==> src/rtl/hilo_pkg.sv <==
// Shared encodings for the HI/LO sequencer: op and state enums plus hilo_ctrl field positions.
package hilo_pkg;

  localparam int CTRL_W     = 4;
  localparam int CTRL_EN    = 3;
  localparam int CTRL_SGN   = 2;
  localparam int CTRL_OP_HI = 1;
  localparam int CTRL_OP_LO = 0;

  typedef enum logic [1:0] {
    MUL  = 2'b00,
    MADD = 2'b01,
    MOVE = 2'b10,
    DIV  = 2'b11
  } hilo_op_t;

  typedef enum logic [1:0] {
    IDLE = 2'd0,
    ITER = 2'd1,
    FIX  = 2'd2
  } hilo_state_t;

endpackage

==> src/rtl/hilo_sequencer_if.sv <==
// EX-stage side of the HI/LO unit: decoder field, operands, stall and the architectural HI/LO values.
interface hilo_sequencer_if
  import hilo_pkg::*;
#(
  parameter int WIDTH = 32
);
  logic [CTRL_W-1:0] hilo_ctrl;
  logic              issue;
  logic              flush;
  logic              rd_hilo;
  logic [WIDTH-1:0]  rs;
  logic [WIDTH-1:0]  rt;
  logic              stall;
  logic              busy;
  logic [WIDTH-1:0]  hi;
  logic [WIDTH-1:0]  lo;

  modport master (
    output hilo_ctrl, issue, flush, rd_hilo, rs, rt,
    input  stall, busy, hi, lo
  );

  modport slave (
    input  hilo_ctrl, issue, flush, rd_hilo, rs, rt,
    output stall, busy, hi, lo
  );
endinterface

==> src/rtl/hilo_divstep.sv <==
// One combinational restoring-division step: shift in the next dividend bit, subtract if it fits.
module hilo_divstep
  import hilo_pkg::*;
#(
  parameter int WIDTH = 32
) (
  input  logic [WIDTH-1:0] rem_i,
  input  logic [WIDTH-1:0] quo_i,
  input  logic [WIDTH-1:0] div_i,
  output logic [WIDTH-1:0] rem_o,
  output logic [WIDTH-1:0] quo_o
);

  logic [WIDTH:0] shifted;
  logic [WIDTH:0] diff;

  // rem_i < div_i always holds, so the top bit of diff is a clean borrow flag
  assign shifted = {rem_i, quo_i[WIDTH-1]};
  assign diff    = shifted - {1'b0, div_i};

  always_comb begin
    if (!diff[WIDTH]) begin
      rem_o = diff[WIDTH-1:0];
      quo_o = {quo_i[WIDTH-2:0], 1'b1};
    end else begin
      rem_o = shifted[WIDTH-1:0];
      quo_o = {quo_i[WIDTH-2:0], 1'b0};
    end
  end

endmodule

==> src/rtl/hilo_sequencer.sv <==
// Multi-cycle MULT/MADD/DIV/MTx unit owning HI/LO; iterative shift-add multiply unless
// HILO_FAST_MULT_EN is defined, which forms the product in one cycle with a hardware multiplier.
module hilo_sequencer
  import hilo_pkg::*;
#(
  parameter int WIDTH = 32
) (
  input  logic           clk,
  input  logic           reset_n,
  hilo_sequencer_if.slave bus
);

  localparam int             CW       = $clog2(WIDTH);
  localparam logic [CW-1:0]  CNT_LAST = CW'(WIDTH - 1);

  function automatic logic [WIDTH-1:0] magnitude(input logic [WIDTH-1:0] x, input logic sgn);
    return (sgn && x[WIDTH-1]) ? (~x + 1'b1) : x;
  endfunction

  function automatic logic [WIDTH-1:0] cond_neg(input logic [WIDTH-1:0] x, input logic en);
    return en ? (~x + 1'b1) : x;
  endfunction

  function automatic logic [2*WIDTH-1:0] cond_neg_wide(input logic [2*WIDTH-1:0] x, input logic en);
    return en ? (~x + 1'b1) : x;
  endfunction

  hilo_state_t          state_q;
  logic [CW-1:0]        cnt_q;
  logic                 busy_q;
  logic [WIDTH-1:0]     hi_q, lo_q;
  logic                 is_div_q, acc_q, neg_q, rneg_q;

  // Datapath: prod_q holds the running product, or {remainder, quotient} during a divide
  logic [2*WIDTH-1:0]   prod_q, prod_d;
  logic [WIDTH-1:0]     opa_q, opa_d;

  hilo_op_t             op;
  logic                 sgn, accept, rt_zero;
  logic signed [WIDTH-1:0] rs_s, rt_s;
  logic [WIDTH-1:0]     mag_a, mag_b;
  logic [WIDTH-1:0]     div_rem, div_quo;
  logic [2*WIDTH-1:0]   prod_fix, hilo_sum;
  logic [WIDTH-1:0]     quo_fix, rem_fix;

  assign op      = hilo_op_t'(bus.hilo_ctrl[CTRL_OP_HI:CTRL_OP_LO]);
  assign sgn     = bus.hilo_ctrl[CTRL_SGN];
  assign accept  = bus.hilo_ctrl[CTRL_EN] & bus.issue & ~bus.flush & (state_q == IDLE);
  assign rt_zero = (bus.rt == '0);
  assign rs_s    = signed'(bus.rs);
  assign rt_s    = signed'(bus.rt);
  assign mag_a   = magnitude(bus.rs, sgn);
  assign mag_b   = magnitude(bus.rt, sgn);

  hilo_divstep #(.WIDTH(WIDTH)) u_divstep (
    .rem_i (prod_q[2*WIDTH-1:WIDTH]),
    .quo_i (prod_q[WIDTH-1:0]),
    .div_i (opa_q),
    .rem_o (div_rem),
    .quo_o (div_quo)
  );

`ifndef HILO_FAST_MULT_EN
  logic [WIDTH:0] mul_sum;
  assign mul_sum = {1'b0, prod_q[2*WIDTH-1:WIDTH]} + (prod_q[0] ? {1'b0, opa_q} : '0);
`endif

  always_comb begin
    prod_d = prod_q;
    opa_d  = opa_q;
    if (accept && (op == MUL || op == MADD)) begin
`ifdef HILO_FAST_MULT_EN
      prod_d = {{WIDTH{1'b0}}, mag_a} * {{WIDTH{1'b0}}, mag_b};
`else
      prod_d = {{WIDTH{1'b0}}, mag_b};
      opa_d  = mag_a;
`endif
    end else if (accept && op == DIV && !rt_zero) begin
      prod_d = {{WIDTH{1'b0}}, mag_a};
      opa_d  = mag_b;
    end else if (state_q == ITER) begin
      if (is_div_q)
        prod_d = {div_rem, div_quo};
`ifndef HILO_FAST_MULT_EN
      else
        prod_d = {mul_sum, prod_q[WIDTH-1:1]};
`endif
    end
  end

  always_ff @(posedge clk) begin
    prod_q <= prod_d;
    opa_q  <= opa_d;
  end

  // Sign correction and accumulation, consumed only in FIX
  assign prod_fix = cond_neg_wide(prod_q, neg_q);
  assign hilo_sum = {hi_q, lo_q} + prod_fix;
  assign quo_fix  = cond_neg(prod_q[WIDTH-1:0], neg_q);
  assign rem_fix  = cond_neg(prod_q[2*WIDTH-1:WIDTH], rneg_q);

  always_ff @(posedge clk or negedge reset_n) begin
    if (!reset_n) begin
      state_q  <= IDLE;
      cnt_q    <= '0;
      busy_q   <= 1'b0;
      hi_q     <= '0;
      lo_q     <= '0;
      is_div_q <= 1'b0;
      acc_q    <= 1'b0;
      neg_q    <= 1'b0;
      rneg_q   <= 1'b0;
    end else begin
      case (state_q)
        IDLE: begin
          if (accept) begin
            case (op)
              MOVE: begin
                if (sgn) hi_q <= bus.rs;
                else     lo_q <= bus.rs;
              end
              DIV: begin
                if (rt_zero) begin
                  hi_q <= bus.rs;
                  lo_q <= '1;
                end else begin
                  is_div_q <= 1'b1;
                  acc_q    <= 1'b0;
                  neg_q    <= sgn & ((rs_s < 0) ^ (rt_s < 0));
                  rneg_q   <= sgn & (rs_s < 0);
                  cnt_q    <= CNT_LAST;
                  busy_q   <= 1'b1;
                  state_q  <= ITER;
                end
              end
              default: begin
                is_div_q <= 1'b0;
                acc_q    <= (op == MADD);
                neg_q    <= sgn & ((rs_s < 0) ^ (rt_s < 0));
                rneg_q   <= 1'b0;
                cnt_q    <= CNT_LAST;
                busy_q   <= 1'b1;
`ifdef HILO_FAST_MULT_EN
                state_q  <= FIX;
`else
                state_q  <= ITER;
`endif
              end
            endcase
          end
        end
        ITER: begin
          if (cnt_q == '0) state_q <= FIX;
          else             cnt_q   <= cnt_q - 1'b1;
        end
        FIX: begin
          if (is_div_q) begin
            lo_q <= quo_fix;
            hi_q <= rem_fix;
          end else if (acc_q) begin
            {hi_q, lo_q} <= hilo_sum;
          end else begin
            {hi_q, lo_q} <= prod_fix;
          end
          busy_q  <= 1'b0;
          state_q <= IDLE;
        end
        default: begin
          busy_q  <= 1'b0;
          state_q <= IDLE;
        end
      endcase
    end
  end

  assign bus.busy  = busy_q;
  assign bus.hi    = hi_q;
  assign bus.lo    = lo_q;
  assign bus.stall = busy_q & (bus.rd_hilo | (bus.hilo_ctrl[CTRL_EN] & bus.issue));

endmodule

==> src/flat_wrapper.sv <==
// flat-port wrapper written by rule: the top's interface ports become plain ports
module hilo_sequencer_flat import hilo_pkg::*;
#(
  parameter int WIDTH = 32
)
  (clk, reset_n, bus_hilo_ctrl, bus_issue, bus_flush, bus_rd_hilo, bus_rs, bus_rt, bus_stall, bus_busy, bus_hi, bus_lo);
  hilo_sequencer_if #(.WIDTH(WIDTH)) bus_i ();
  input  logic clk;
  input  logic reset_n;
  input wire logic [$bits(bus_i.hilo_ctrl)-1:0] bus_hilo_ctrl;
  input wire logic [$bits(bus_i.issue)-1:0] bus_issue;
  input wire logic [$bits(bus_i.flush)-1:0] bus_flush;
  input wire logic [$bits(bus_i.rd_hilo)-1:0] bus_rd_hilo;
  input wire logic [$bits(bus_i.rs)-1:0] bus_rs;
  input wire logic [$bits(bus_i.rt)-1:0] bus_rt;
  output wire logic [$bits(bus_i.stall)-1:0] bus_stall;
  output wire logic [$bits(bus_i.busy)-1:0] bus_busy;
  output wire logic [$bits(bus_i.hi)-1:0] bus_hi;
  output wire logic [$bits(bus_i.lo)-1:0] bus_lo;
  assign bus_i.hilo_ctrl = bus_hilo_ctrl;
  assign bus_i.issue = bus_issue;
  assign bus_i.flush = bus_flush;
  assign bus_i.rd_hilo = bus_rd_hilo;
  assign bus_i.rs = bus_rs;
  assign bus_i.rt = bus_rt;
  assign bus_stall = bus_i.stall;
  assign bus_busy = bus_i.busy;
  assign bus_hi = bus_i.hi;
  assign bus_lo = bus_i.lo;
  hilo_sequencer #(.WIDTH(WIDTH)) u_core (.clk(clk), .reset_n(reset_n), .bus(bus_i));
endmodule
==> config.mk <==
export PLATFORM = sky130hd
export DESIGN_NAME = hilo_sequencer_flat
export DESIGN_NICKNAME = d
export VERILOG_FILES = /design/src/rtl/hilo_pkg.sv /design/src/rtl/hilo_sequencer_if.sv /design/src/rtl/hilo_divstep.sv /design/src/rtl/hilo_sequencer.sv /design/src/flat_wrapper.sv
export SDC_FILE = /design/constraint.sdc
export NUM_CORES = 1
export LEC_CHECK = 0
export CAP_MARGIN = 15
export CORE_ASPECT_RATIO = 1.1
export CORE_MARGIN = 2
export CORE_UTILIZATION = 25
export DETAILED_ROUTE_END_ITERATION = 10
export HOLD_SLACK_MARGIN = 0.02
export SYNTH_ARGS = -nofsm -noshare
export SYNTH_HDL_FRONTEND = slang
export SYNTH_SLANG_ARGS = --single-unit
==> constraint.sdc <==
create_clock -name clk -period 15.1 [get_ports clk]
set_input_delay 3.775 -clock clk [delete_from_list [all_inputs] [get_ports clk]]
set_output_delay 3.775 -clock clk [all_outputs]
set_load 0.05 [all_outputs]
==> flow_summary.json, run 1 <==
{
  "status": "completed",
  "async_flop_share": 0.442,
  "finalPower_mw": 6.29,
  "relSlewSlack": 0.325,
  "rsz0062_at_grt": "no",
  "reg2reg_depth": 18,
  "worstMarginPinSlew_ps": 1000,
  "fin_crit_sh": 0.595,
  "synthTopCellsByArea": "edfxtp_1 (9.7%), dfrtp_1 (9.6%), ha_1 (9.1%)",
  "power.internal_mw": 2.77,
  "portBuffers": 138,
  "switching_share": 0.559,
  "synth_edf_count": 64,
  "dp.cells": 3667,
  "antenna_left": 0,
  "grt_max_degree": 101,
  "setup_tns_ps": 0,
  "synth_mux_area_frac": 0.0363,
  "seqPwrFrac": 0.171,
  "instances_no_fill": 3702,
  "synth_top_family_by_area": "compound AO/OA/AOI/OAI gates",
  "reg2reg_to": "u_core.bus.hi[31]$_DFFE_PN0P_",
  "die_y_um": 299,
  "hp-class": "reg -> reg",
  "fin_nets": 2863,
  "drc": 0,
  "synth_compound_area_frac": 0.285,
  "synth_area_per_cell_um2": 7.58,
  "critical_path_class": "in -> out",
  "cts-htree-levels": 4,
  "arrival_ps": 5210,
  "clk_latency_ps": 510,
  "powerDensity_mw_per_mm2": 276,
  "yosysMostFrequentCell": "nand2_1",
  "setup_viol": 0,
  "slew_violations": 0,
  "firstDrtPassIters": 5,
  "fill_cells": 8621,
  "track_usage": 0.198,
  "worst_setup_path_start_kind": "primary input",
  "synth_seq_area_share": 0.226,
  "crit_fanout": 2,
  "yosysWarnings": 0,
  "wirelength_um": 82200,
  "clk_pin_slew_ps": 80,
  "crit_start": "bus_issue",
  "clockBufferDepth": 2,
  "post-dp-hpwl_um": 64500,
  "ys_types": 83,
  "endpoint": "bus_stall",
  "ys.flop_type": "dfrtp_1",
  "fin_skew_ps": 16.2,
  "grt_first_pass_wirelength_um": 123000,
  "synth_top_area_share": 0.0972,
  "vias_per_cell": 5.54,
  "required_ps": 11320,
  "synth_cells": 2609,
  "num_rows": 108,
  "cts_tree": "done",
  "grt_overflow": 0,
  "final_hold_viol_count": 0,
  "wl_per_cell_um": 22.2,
  "root_buffer": "clkbuf_16",
  "post_cts_resized": 0,
  "vias": 20512,
  "clock-sinks": 172,
  "core_mm2": 0.0786,
  "syn_to_final_growth_pct": 15.4,
  "worstSetupEndpointType": "output port",
  "r2r_slack_ps": 8720,
  "p_clk_frac": 0.077,
  "drt-initial-drc-count": 1923,
  "drv_cap": 0,
  "p_comb_frac": 0.752,
  "drive_gt1_frac": 0.0523,
  "postCtsHoldBufs": 0,
  "r2r-start": "u_core.prod_q[11]$_DFFE_PP_",
  "io_pins": 139,
  "synth_common_cells": "nand2_1 (273), o21ai_0 (248), a21oi_1 (241), nor2_1 (201), xnor2_1 (166)",
  "multiInputGateArea_mm2": 0.0144,
  "synth-xor-area-share": 0.115,
  "max_freq_mhz": 111,
  "cts_made_buffers": 17,
  "fp.dieW_um": 272,
  "place_congestion": 0.931,
  "yosys_register_bits": 172,
  "period_minus_slack_ps": 8990,
  "netlist_area_mm2": 0.0198,
  "first_global_vias": 19435,
  "synthAdderAreaFrac": 0.0942,
  "p_switching_mw": 3.52,
  "antenna_found_initial": 4,
  "max-vdd-ir-drop_uv": 139,
  "yosysTopAreaCell": "edfxtp_1",
  "start_util": 0.251,
  "cts_setup_buffers": 0,
  "leakage_nw": 8.93,
  "die_area_mm2": 0.0813,
  "syn_nets": 2829,
  "synth_simple_gate_area_share": 0.198,
  "register_area_mm2": 0.00447
}
-- area by class of cell --
class                      count  share of cell area
clock buffer                  18              0.0197
multi-input combinational   2199               0.633
sequential                   172               0.196
clock inverter                14             0.00708
inverter                      83              0.0137
antenna                        1            0.000110
tap                         1045              0.0573
timing repair buffer         170              0.0727
-- cells by family (layout without fill, tap and decap cells) --
group,count (synthesis),count (layout)
AOI/OAI and AO/OA,900,900
adders and majority gates,147,147
and+or+nand+nor,824,824
buffers and inverters,238,285
muxes,69,69
xor gates and xnor gates,259,259
DFF,172,172
other,0,1
-- stage by stage --
| stage | area [um^2] | setup slack, ps | utilization | hold slack [ps] |
|---|---|---|---|---|
| floorplan | 19800 | 6850 | - | 474 |
| finish | 22800 | 6110 | 0.290 | 515 |
| global route | 22800 | 6020 | 0.290 | 562 |
| CTS | 22800 | 6100 | 0.289 | 517 |
| detailed placement | 22100 | 6050 | 0.282 | 496 |
| global placement | 22100 | 6080 | 0.282 | 496 |
-- cells in the final DEF (no fill, tap or decap), types with 19 or more instances in the layout --
cell             instances
mux2_2                  21
o21ai_0                248
clkdlybuf4s50_1        137
o31ai_1                 30
xor2_1                  92
a21o_1                  55
buf_4                   31
mux2i_1                 48
ha_1                   144
dfxtp_1                 32
o21bai_1                21
and3_1                  22
inv_1                   80
xnor2_1                165
a22oi_1                 19
nand4_1                 29
dfrtp_1                 74
nand2_1                273
o22ai_1                 32
o211ai_1                36
a21oi_1                241
edfxtp_1                64
a211oi_1                38
nor3_1                  64
or3_1                   36
nor2_1                 200
a31oi_1                 32
nor2b_1                 36
nand3_1                 46
-- metal layers --
layer  routed length (um)  vias up  GRT usage
met5                  138        -    0.00936
met4                 4180        8     0.0972
met3                 5720      197     0.0399
met2                38400      793      0.326
met1                33800     9854      0.246
li1                     -     9660          -
-- power by group through the flow --
stage / clock network (mW) / registers (mW) / logic [mW]
final: 0.486 / 1.07 / 4.73
after global placement: 0 / 1.08 / 4.64
after global routing: 0.510 / 1.09 / 5.17
after floorplan: 0 / 1.13 / 3.26
after detailed placement: 0 / 1.08 / 4.65
after CTS: 0.491 / 1.07 / 4.67
-- how the worst min path moves through the flow --
| stage | from | endpoint | slack (ps) | cells past startpoint |
|---|---|---|---|---|
| floorplan | u_core.cnt_q[4]$_DFFE_PN0P_ | u_core.cnt_q[4]$_DFFE_PN0P_ | 470 | 2 |
| global placement | u_core.cnt_q[4]$_DFFE_PN0P_ | u_core.cnt_q[4]$_DFFE_PN0P_ | 500 | 2 |
| detailed placement | u_core.cnt_q[4]$_DFFE_PN0P_ | u_core.cnt_q[4]$_DFFE_PN0P_ | 500 | 2 |
| CTS | u_core.cnt_q[4]$_DFFE_PN0P_ | u_core.cnt_q[4]$_DFFE_PN0P_ | 520 | 2 |
| global route | u_core.bus.lo[16]$_DFFE_PN0P_ | u_core.bus.lo[16]$_DFFE_PN0P_ | 560 | 2 |
| finish | u_core.cnt_q[4]$_DFFE_PN0P_ | u_core.cnt_q[4]$_DFFE_PN0P_ | 510 | 2 |
-- worst max-delay path, cell delays in order --
cell and delay [ps]:
clkdlybuf4s50_1 480, a21oi_1 60, nor2_1 90, clkdlybuf4s50_1 810
-- registers in the layout (all words and copies together), names as in the netlist --
register	cells
u_core.opa_q	32
u_core.acc_q	1
u_core.bus.hi	32
u_core.bus.lo	32
u_core.bus.busy	1
u_core.neg_q	1
u_core.is_div_q	1
u_core.rneg_q	1
u_core.state_q	2
u_core.cnt_q	5
u_core.prod_q	64
Note: power is estimated with default switching activity, not from simulation.
==> inputs of run 2 (changes only) <==
Clock period 15.1 ns to 8.3 ns, I/O delays scaled along.
==> run 2 against run 1 <==
Against the previous run:
- worst hold slack improved by 12 ps
- combinational power up 83%
- register-to-register slack got worse by 6600 ps
- sequential power grew 81%
- largest cell class unchanged
==> flow_summary.json, run 2 (synthesized netlist as in run 1, its figures left out) <==
{
  "slew_violations": 0,
  "cts_tree": "done",
  "largest_reg_flops": 64,
  "grt_max_degree": 101,
  "arrival_ps": 6590,
  "path_cells": "or4_1, or3_1, nor3_1, nand3_1, or4_1, o21ai_0, xnor2_1, ha_1, a21o_1, a21o_1, a21oi_1, o21a_1, o21ai_0, or3_1, nor3_1, nor3_1, a221oi_1, nor4bb_1",
  "post-dp-hpwl_um": 64000,
  "cts_made_buffers": 17,
  "num_rows": 108,
  "core_mm2": 0.0786,
  "cpPeakStageDelay_ps": 680,
  "grt_first_pass_wirelength_um": 122000,
  "antenna_found_initial": 7,
  "final_hold_viol_count": 0,
  "crit_slowest_cell": "or4_1",
  "wirelength_um": 82200,
  "crit_top_cell": "nor3_1",
  "antenna_left": 0,
  "first_global_vias": 19482,
  "relSlewSlack": 0.247,
  "r2r_slack_ps": 2120,
  "die_y_um": 299,
  "clock-sinks": 172,
  "mostFrequentLayoutCell": "nand2_1",
  "vias": 20478,
  "cts_setup_buffers": 0,
  "vias_per_cell": 5.52,
  "fin_crit_sh": 0.744,
  "track_usage": 0.197,
  "clockBufferDepth": 2,
  "worstSetupEndpointType": "flop",
  "root_buffer": "clkbuf_16",
  "required_ps": 8710,
  "drt-initial-drc-count": 1949,
  "worstMarginPinSlew_ps": 1120,
  "wl_per_cell_um": 22.2,
  "start_util": 0.251,
  "fin_skew_ps": 18.9,
  "min_from": "u_core.cnt_q[4]$_DFFE_PN0P_",
  "status": "completed",
  "rsz0062_at_grt": "no",
  "io_pins": 139,
  "firstDrtPassIters": 6,
  "hp-class": "reg -> reg",
  "grt_overflow": 0,
  "die_area_mm2": 0.0813,
  "crit_start": "u_core.prod_q[11]$_DFFE_PP_",
  "clk_latency_ps": 510,
  "setup_viol": 0,
  "layout_common_cells": "nand2_1 (273), o21ai_0 (248), a21oi_1 (241)",
  "place_congestion": 0.945,
  "postCtsHoldBufs": 0,
  "drv_cap": 0,
  "fin_nets": 2869,
  "clk_pin_slew_ps": 80,
  "portBuffers": 138,
  "drc": 0,
  "top_register": "u_core.prod_q",
  "max_freq_mhz": 162,
  "worst_setup_path_start_kind": "flop",
  "powerDensity_mw_per_mm2": 503,
  "drive_gt1_frac": 0.0545,
  "crit_fanout": 10,
  "fp.dieW_um": 272,
  "instances_no_fill": 3708,
  "post-route-util": 0.290,
  "period_minus_slack_ps": 6180,
  "r2r-start": "u_core.prod_q[11]$_DFFE_PP_",
  "leakage_nw": 8.96,
  "setup_tns_ps": 0,
  "critical_path_class": "reg -> reg",
  "max-vdd-ir-drop_uv": 230,
  "syn_to_final_growth_pct": 15.6,
  "dp.cells": 3674,
  "cts-htree-levels": 4,
  "post_cts_resized": 0
}
==> run 2: changes by cell type in the layout (fill, tap and decap cells not counted), sizes merged <==
cell / change
buf: +6
clkinv: -2
clkbuf: +1
inv: +1
==> run 2: where the power goes <==
part           internal, mW  switching [mW]
logic                  3.34            5.29
registers              1.27           0.668
clock network         0.457           0.445
total                  5.07            6.41
==> run 2: worst max-delay path, delay by kind of cell (launching register included) <==
kind,cells,cell delay [ps]
compound gates,7,1340
xor+xnor,1,240
fa+ha+maj,1,390
flops,1,510
simple gates,9,3590
==> run 2: area by class of cell <==
type | count | area [um^2]
Timing Repair Buffer | 176 | 1680
Fill cell | 8537 | 55800
Multi-Input combinational cell | 2199 | 14400
Antenna cell | 1 | 2.50
Tap cell | 1045 | 1310
Inverter | 83 | 312
Sequential cell | 172 | 4470
Clock inverter | 13 | 158
Clock buffer | 19 | 464
==> run 2: metal layers <==
layer / vias to the layer above / GRT usage / wire length, um / share of wire
met5: - / 0 / 48 / 0.00058
met4: 8 / 0.0870 / 3670 / 0.045
met3: 192 / 0.0430 / 5930 / 0.072
met2: 878 / 0.329 / 38700 / 0.47
met1: 9699 / 0.243 / 33800 / 0.41
li1: 9701 / - / - / -
==> run 2: metrics by stage <==
step	hold WS (ps)	area, um^2	power [mW]	setup WS, ps
after global placement	491	22200	10.4	1890
after detailed placement	503	22200	10.4	1860
after floorplan	474	19800	7.98	2280
after global routing	553	22800	12.3	1720
after CTS	523	22800	11.4	2200
final	526	22800	11.5	2120
==> run 2: path summary, 6_finish.rpt <==
path,end,cells past startpoint
max in group asynchronous,u_core.is_div_q$_DFFE_PN0P_,2
worst min register to register,u_core.cnt_q[4]$_DFFE_PN0P_,2
worst max-delay path,u_core.bus.hi[31]$_DFFE_PN0P_,18
worst min-delay path,u_core.cnt_q[4]$_DFFE_PN0P_,2
worst max register to register,u_core.bus.hi[31]$_DFFE_PN0P_,18
min in group asynchronous,u_core.bus.busy$_DFFE_PN0P_,1
